$ cat src/rtl/uart_color_cmd.sv
// uart_color_cmd: parses 6-byte color command frames (SOF, SEL, R, G, B, CHK)
// from the UART receiver and updates the two registered LCD colors.
// Bad selects, bad checksums and inter-byte timeouts are reported on
// frame_err / err_code.
module uart_color_cmd #(
   parameter int unsigned CLK_HZ         = 27_000_000,
   parameter int unsigned TIMEOUT_CYCLES = 2_700_000,
   parameter logic [7:0]  SOF_BYTE       = 8'hAA,
   parameter logic [23:0] P1_RESET       = 24'hFF0000,
   parameter logic [23:0] P2_RESET       = 24'h0000FF
) (
   input  logic        clk,
   input  logic        reset,
   input  logic [7:0]  data_rx,
   input  logic        data_ready,
   output logic [23:0] color_p1,
   output logic [23:0] color_p2,
   output logic        color_update,
   output logic        update_sel,
   output logic        frame_err,
   output logic [1:0]  err_code,
   output logic        busy
);

   // CLK_HZ only documents the clock the timeout was sized for; this empty
   // block keeps the parameter referenced without adding logic.
   if (CLK_HZ == 0) begin : g_clk_hz_unset
   end

   localparam int unsigned   CNT_W    = (TIMEOUT_CYCLES > 1) ? $clog2(TIMEOUT_CYCLES) : 1;
   localparam logic [CNT_W-1:0] CNT_LAST = CNT_W'(TIMEOUT_CYCLES - 1);

   localparam logic [1:0] ERR_SEL     = 2'd1;
   localparam logic [1:0] ERR_CHK     = 2'd2;
   localparam logic [1:0] ERR_TIMEOUT = 2'd3;

   typedef enum logic [2:0] {
      IDLE,
      GET_SEL,
      GET_R,
      GET_G,
      GET_B,
      GET_CHK
   } state_t;

   state_t           state_q;
   logic [CNT_W-1:0] cnt_q;
   logic [7:0]       sel_q, r_q, g_q, b_q;
   logic [23:0]      p1_q, p2_q;
   logic             color_update_q, update_sel_q, frame_err_q;
   logic [1:0]       err_code_q;

   logic [7:0]       chk_d;
   logic             timeout_d;

   // Checksum the CHK byte must equal, and the idle-limit hit inside a frame.
   assign chk_d     = sel_q ^ r_q ^ g_q ^ b_q;
   assign timeout_d = (state_q != IDLE) && (cnt_q == CNT_LAST);

   // Frame FSM, inter-byte timeout counter and all registered outputs.
   always_ff @(posedge clk) begin
      // NOTE: every register here uses <= so all of them update from the same
      // pre-edge values; a blocking = would let later lines see new values.
      if (reset) begin
         state_q        <= IDLE;
         cnt_q          <= '0;
         sel_q          <= '0;
         r_q            <= '0;
         g_q            <= '0;
         b_q            <= '0;
         p1_q           <= P1_RESET;
         p2_q           <= P2_RESET;
         color_update_q <= 1'b0;
         update_sel_q   <= 1'b0;
         frame_err_q    <= 1'b0;
         err_code_q     <= 2'd0;
      end else begin
         color_update_q <= 1'b0;
         frame_err_q    <= 1'b0;

         // Counter only runs mid-frame; any consumed byte restarts it.
         if (state_q == IDLE || data_ready)
            cnt_q <= '0;
         else
            cnt_q <= cnt_q + 1'b1;

         if (data_ready) begin
            // A byte on the limit cycle wins over the timeout.
            case (state_q)
               IDLE: begin
                  if (data_rx == SOF_BYTE)
                     state_q <= GET_SEL;
               end
               GET_SEL: begin
                  if (data_rx == 8'h01 || data_rx == 8'h02) begin
                     sel_q   <= data_rx;
                     state_q <= GET_R;
                  end else begin
                     frame_err_q <= 1'b1;
                     err_code_q  <= ERR_SEL;
                     state_q     <= IDLE;
                  end
               end
               GET_R: begin
                  r_q     <= data_rx;
                  state_q <= GET_G;
               end
               GET_G: begin
                  g_q     <= data_rx;
                  state_q <= GET_B;
               end
               GET_B: begin
                  b_q     <= data_rx;
                  state_q <= GET_CHK;
               end
               GET_CHK: begin
                  if (data_rx == chk_d) begin
                     if (sel_q == 8'h02)
                        p2_q <= {r_q, g_q, b_q};
                     else
                        p1_q <= {r_q, g_q, b_q};
                     update_sel_q   <= (sel_q == 8'h02);
                     color_update_q <= 1'b1;
                  end else begin
                     frame_err_q <= 1'b1;
                     err_code_q  <= ERR_CHK;
                  end
                  state_q <= IDLE;
               end
               default: state_q <= IDLE;
            endcase
         end else if (timeout_d) begin
            frame_err_q <= 1'b1;
            err_code_q  <= ERR_TIMEOUT;
            state_q     <= IDLE;
            cnt_q       <= '0;
         end
      end
   end

   assign color_p1     = p1_q;
   assign color_p2     = p2_q;
   assign color_update = color_update_q;
   assign update_sel   = update_sel_q;
   assign frame_err    = frame_err_q;
   assign err_code     = err_code_q;
   assign busy         = (state_q != IDLE);

endmodule

$ cat config.mk
export PLATFORM = sky130hd
export DESIGN_NAME = uart_color_cmd
export DESIGN_NICKNAME = d
export VERILOG_FILES = /design/src/rtl/uart_color_cmd.sv
export SDC_FILE = /design/constraint.sdc
export NUM_CORES = 1
export LEC_CHECK = 0
export ABC_AREA = 0
export BUFFER_PORTS_ARGS = -buffer_cell sky130_fd_sc_hd__buf_2
export CORE_AREA = 2 2 119 121
export DETAILED_ROUTE_END_ITERATION = 7
export DIE_AREA = 0 0 121 123
export GPL_TIMING_DRIVEN = 0
export SETUP_SLACK_MARGIN = 0.15
export SLEW_MARGIN = 15
export SYNTH_ARGS = -nofsm -noshare
export SYNTH_HDL_FRONTEND = slang
export SYNTH_SLANG_ARGS = --single-unit
export TNS_END_PERCENT = 30
$ cat constraint.sdc
create_clock -name clk -period 2.2 [get_ports clk]
set_input_delay 0.33 -clock clk [delete_from_list [all_inputs] [get_ports clk]]
set_output_delay 0.33 -clock clk [all_outputs]
set_load 0.03 [all_outputs]
==> impl_metrics.tcl <==
set metrics [dict create \
    grt.busiest_layer "met2" \
    grt_start_max_net_pins 19 \
    relSlewSlack 0.259 \
    peakVddDrop_mv 0.352 \
    start_util 0.332 \
    postRouteAntennaNets 0 \
    grtUsageMet3 0.0526 \
    cts.reportedPaths.clkPinSlew_ns 0.07 \
    die_width_um 121 \
    die_y_um 123 \
    synth.top_cell.area_share 0.487 \
    tritoncts "built" \
    clock_path_buffers 2 \
    max_cap_violations 0 \
    syn-num-nets 482 \
    wirelength_mm 11.7 \
    endpoint_kind "flip-flop" \
    ys_async_sr_fraction 0 \
    rsz0062_at_grt "true" \
    ys_ff_latch 110 \
    critPathSlowestCell "xnor3_1" \
    ctsHoldBuffers 0 \
    clockRootBuffer "clkbuf_16" \
    grt_pass1_vias 3510 \
    antenna_found_initial 1 \
    ys_top_cells_by_area "dfxtp_1 49%, mux2i_1 9.3%, nand2_1 5.6%" \
    cpPeakStageDelay_ns 0.44 \
    synth_cell_types 43 \
    numPortBuffers 62 \
    gp_congestion 0.832 \
    grt.overflow.total 0 \
    cp_max_fo 6 \
    synth_top_cell_by_area "dfxtp_1" \
    io_pins 65 \
    p_per_area_mw_per_mm2 657 \
    use_met2 0.267 \
    num_rows 43 \
    crit_arrival_ns 2.52 \
    drive_gt1_frac 0.259 \
    crit_chain "xnor3_1 > xnor2_2 > nand3_2 > buf_6 > nor4_4 > buf_6 > buf_4 > nor2b_1 > a211o_1" \
    finClkSkew_ns 0.0116 \
    drc 0 \
    finalCritPeriodShare 1.03 \
    numClockSinks 110 \
    vias_per_cell 4.82 \
    synth_cells 470 \
    drv_slew 0 \
    worstPathRequired_ns 2.45 \
    status "finished with violations" \
    fmax_mhz 441 \
    core_area_mm2 0.0136 \
    crit_type "flip-flop to flip-flop" \
    drt_iter0_drc 197 \
    setup_slack_ns -0.0684 \
    p_leak_nw 2.09 \
    synth_area_mm2 0.00452 \
    synth_warnings 0 \
    whs_ns 0.199 \
    start_kind "flip-flop" \
    wl_per_cell_um 15.6 \
    final_nets 575 \
    use_met1 0.189 \
    hpwlAfterDp_mm 8.12 \
    worst_pin_slew_ns 1.10 \
    synth-seq-area-share 0.487 \
    dp_slack_ns -0.422 \
    synth-main-ff-cell "dfxtp_1" \
    synth-edff-count 0 \
    grt_use_total 0.159 \
    num_vias 3606 \
    grt_pass1_wl_mm 18.1 \
    firstDrtPassIters 4 \
    fp.dieArea_mm2 0.0149 \
    area_growth_pct 27.3 \
    post-route-min-period_ns 2.27 \
    cts_inserted_buffers 9 \
    cpMostUsedCell "buf_6" \
    synth_area_per_cell_um2 9.62 \
    n_antenna_cell 0 \
    htreeDepth 3 \
    hp-class "primary input to flip-flop" \
    clk-insertion-delay-late_ns 0.36 \
    hold_viol 0 \
    final-setup-viol-count 41 \
    fin_tns_setup_ns -1.12 \
    failed_checks "negative setup slack" \
]
## state kept, by name (all words and copies together) (netlist names)
name and count:
b_q 8, cnt_q 22, color_p1 24, color_p2 24, color_update 1, err_code 2, frame_err 1, g_q 8
r_q 8, sel_q 8, state_q 3, update_sel 1
## synth_stat cells (2+ instances only)
cell and number:
a211o_1 9, a21oi_1 27, a31oi_1 2, and2_1 7
and2b_1 4, and3_1 2, and4_1 3, and4b_1 2
buf_6 3, clkbuf_1 15, dfxtp_1 110, inv_1 8
mux2i_1 42, nand2_1 68, nand2b_1 2, nand3_1 14
nand4_1 5, nor2_1 63, nor2b_1 4, nor3_1 10
nor4_1 5, or4_1 2, xnor2_1 24, xnor3_1 8
xor2_1 13
## power by group
group	total [W]	switching (W)	internal, W
registers	0.00198	0.0000000270	0.00198
clock network	0.00169	0.000764	0.000930
logic	0.000104	0.0000718	0.0000323
## per-stage QoR
stage	instance area, µm²	std cells	power [W]	util
finish	5750	748	0.00378	0.423
global route	5750	748	0.00391	0.423
CTS	5600	740	0.00382	0.412
detailed placement	5060	712	0.00212	0.372
global placement	5060	712	0.00212	0.372
floorplan	4520	470	0.00208	-
## placed cells by master (no fill, tap or decap), types with 2 or more instances in the layout
cell type | Yosys | final
inv_6 | 0 | 2
a211o_1 | 9 | 9
xnor2_1 | 24 | 18
nor3_1 | 10 | 10
and2b_1 | 4 | 4
and2_1 | 7 | 7
mux2i_1 | 42 | 42
buf_4 | 0 | 13
and4b_1 | 2 | 2
nor4_1 | 5 | 4
nand4_1 | 5 | 5
clkbuf_1 | 15 | 12
nand2b_1 | 2 | 2
dfxtp_4 | 0 | 5
xnor2_2 | 0 | 6
nor2_1 | 63 | 63
dfxtp_2 | 0 | 15
xor2_1 | 13 | 13
nand2_1 | 68 | 67
a21oi_1 | 27 | 27
buf_6 | 3 | 5
clkbuf_2 | 0 | 4
xnor3_1 | 8 | 8
clkbuf_16 | 0 | 11
nor2b_1 | 4 | 2
nor2b_2 | 0 | 2
and4_1 | 3 | 3
buf_2 | 1 | 63
nand3_1 | 14 | 13
and3_1 | 2 | 2
inv_1 | 8 | 8
nor4_4 | 1 | 2
buf_12 | 1 | 4
a31oi_1 | 2 | 2
dfxtp_1 | 110 | 90
## cell type report
| class | instances | area [µm²] |
|---|---|---|
| repair buffers | 82 | 531 |
| clock buffers | 11 | 243 |
| well taps | 180 | 225 |
| fillers | 1332 | 7860 |
| plain buffers | 21 | 158 |
| inverters | 9 | 33.8 |
| multi-input cells | 330 | 2260 |
| clock inverters | 5 | 63.8 |
| flip-flops and latches | 110 | 2240 |
## path summary, 6_finish.rpt
path                   start           end  slack [ns]  cells after the start
setup / recovery      r_q[3]  color_p1[20]       -0.07                      9
hold reg to reg     cnt_q[0]      cnt_q[0]        0.47                      1
hold / removal    data_ready      cnt_q[4]        0.20                      2
setup reg to reg      r_q[3]  color_p1[20]       -0.07                      9
## worst max-delay path, delay by kind of cell (launching register included)
family / cells / cell delay [ns]
DFF: 1 / 0.37
xor gates and xnor gates: 2 / 0.61
buffers and inverters: 3 / 0.48
and+or+nand+nor: 3 / 0.46
AOI/OAI and AO/OA: 1 / 0.25
## layer usage
metal | share of wire | wire, µm | up-vias
li1 | - | - | 1788
met3 | 0.064 | 750 | 19
met1 | 0.43 | 5060 | 1708
met5 | 0 | 0 | -
met4 | 0.023 | 265 | 0
met2 | 0.48 | 5590 | 91
## repair_timing
item                       4_1_cts  5_1_grt
setup endpoints to repair       73       88
setup buffers                   11        6
gates cloned                     1        2
pin swaps                       12       17
gates resized for setup         33       21
hold endpoints to repair         0        0
## logic make-up after synthesis
group / after synthesis / synth area share
and+or+nand+nor: 198 / 0.207
DFF: 110 / 0.487
xor gates and xnor gates: 45 / 0.112
AOI/OAI and AO/OA: 44 / 0.0620
muxes: 42 / 0.0930
buffers and inverters: 30 / 0.0363
adders and majority gates: 1 / 0.00277
Note: power is estimated with default switching activity, not from simulation.
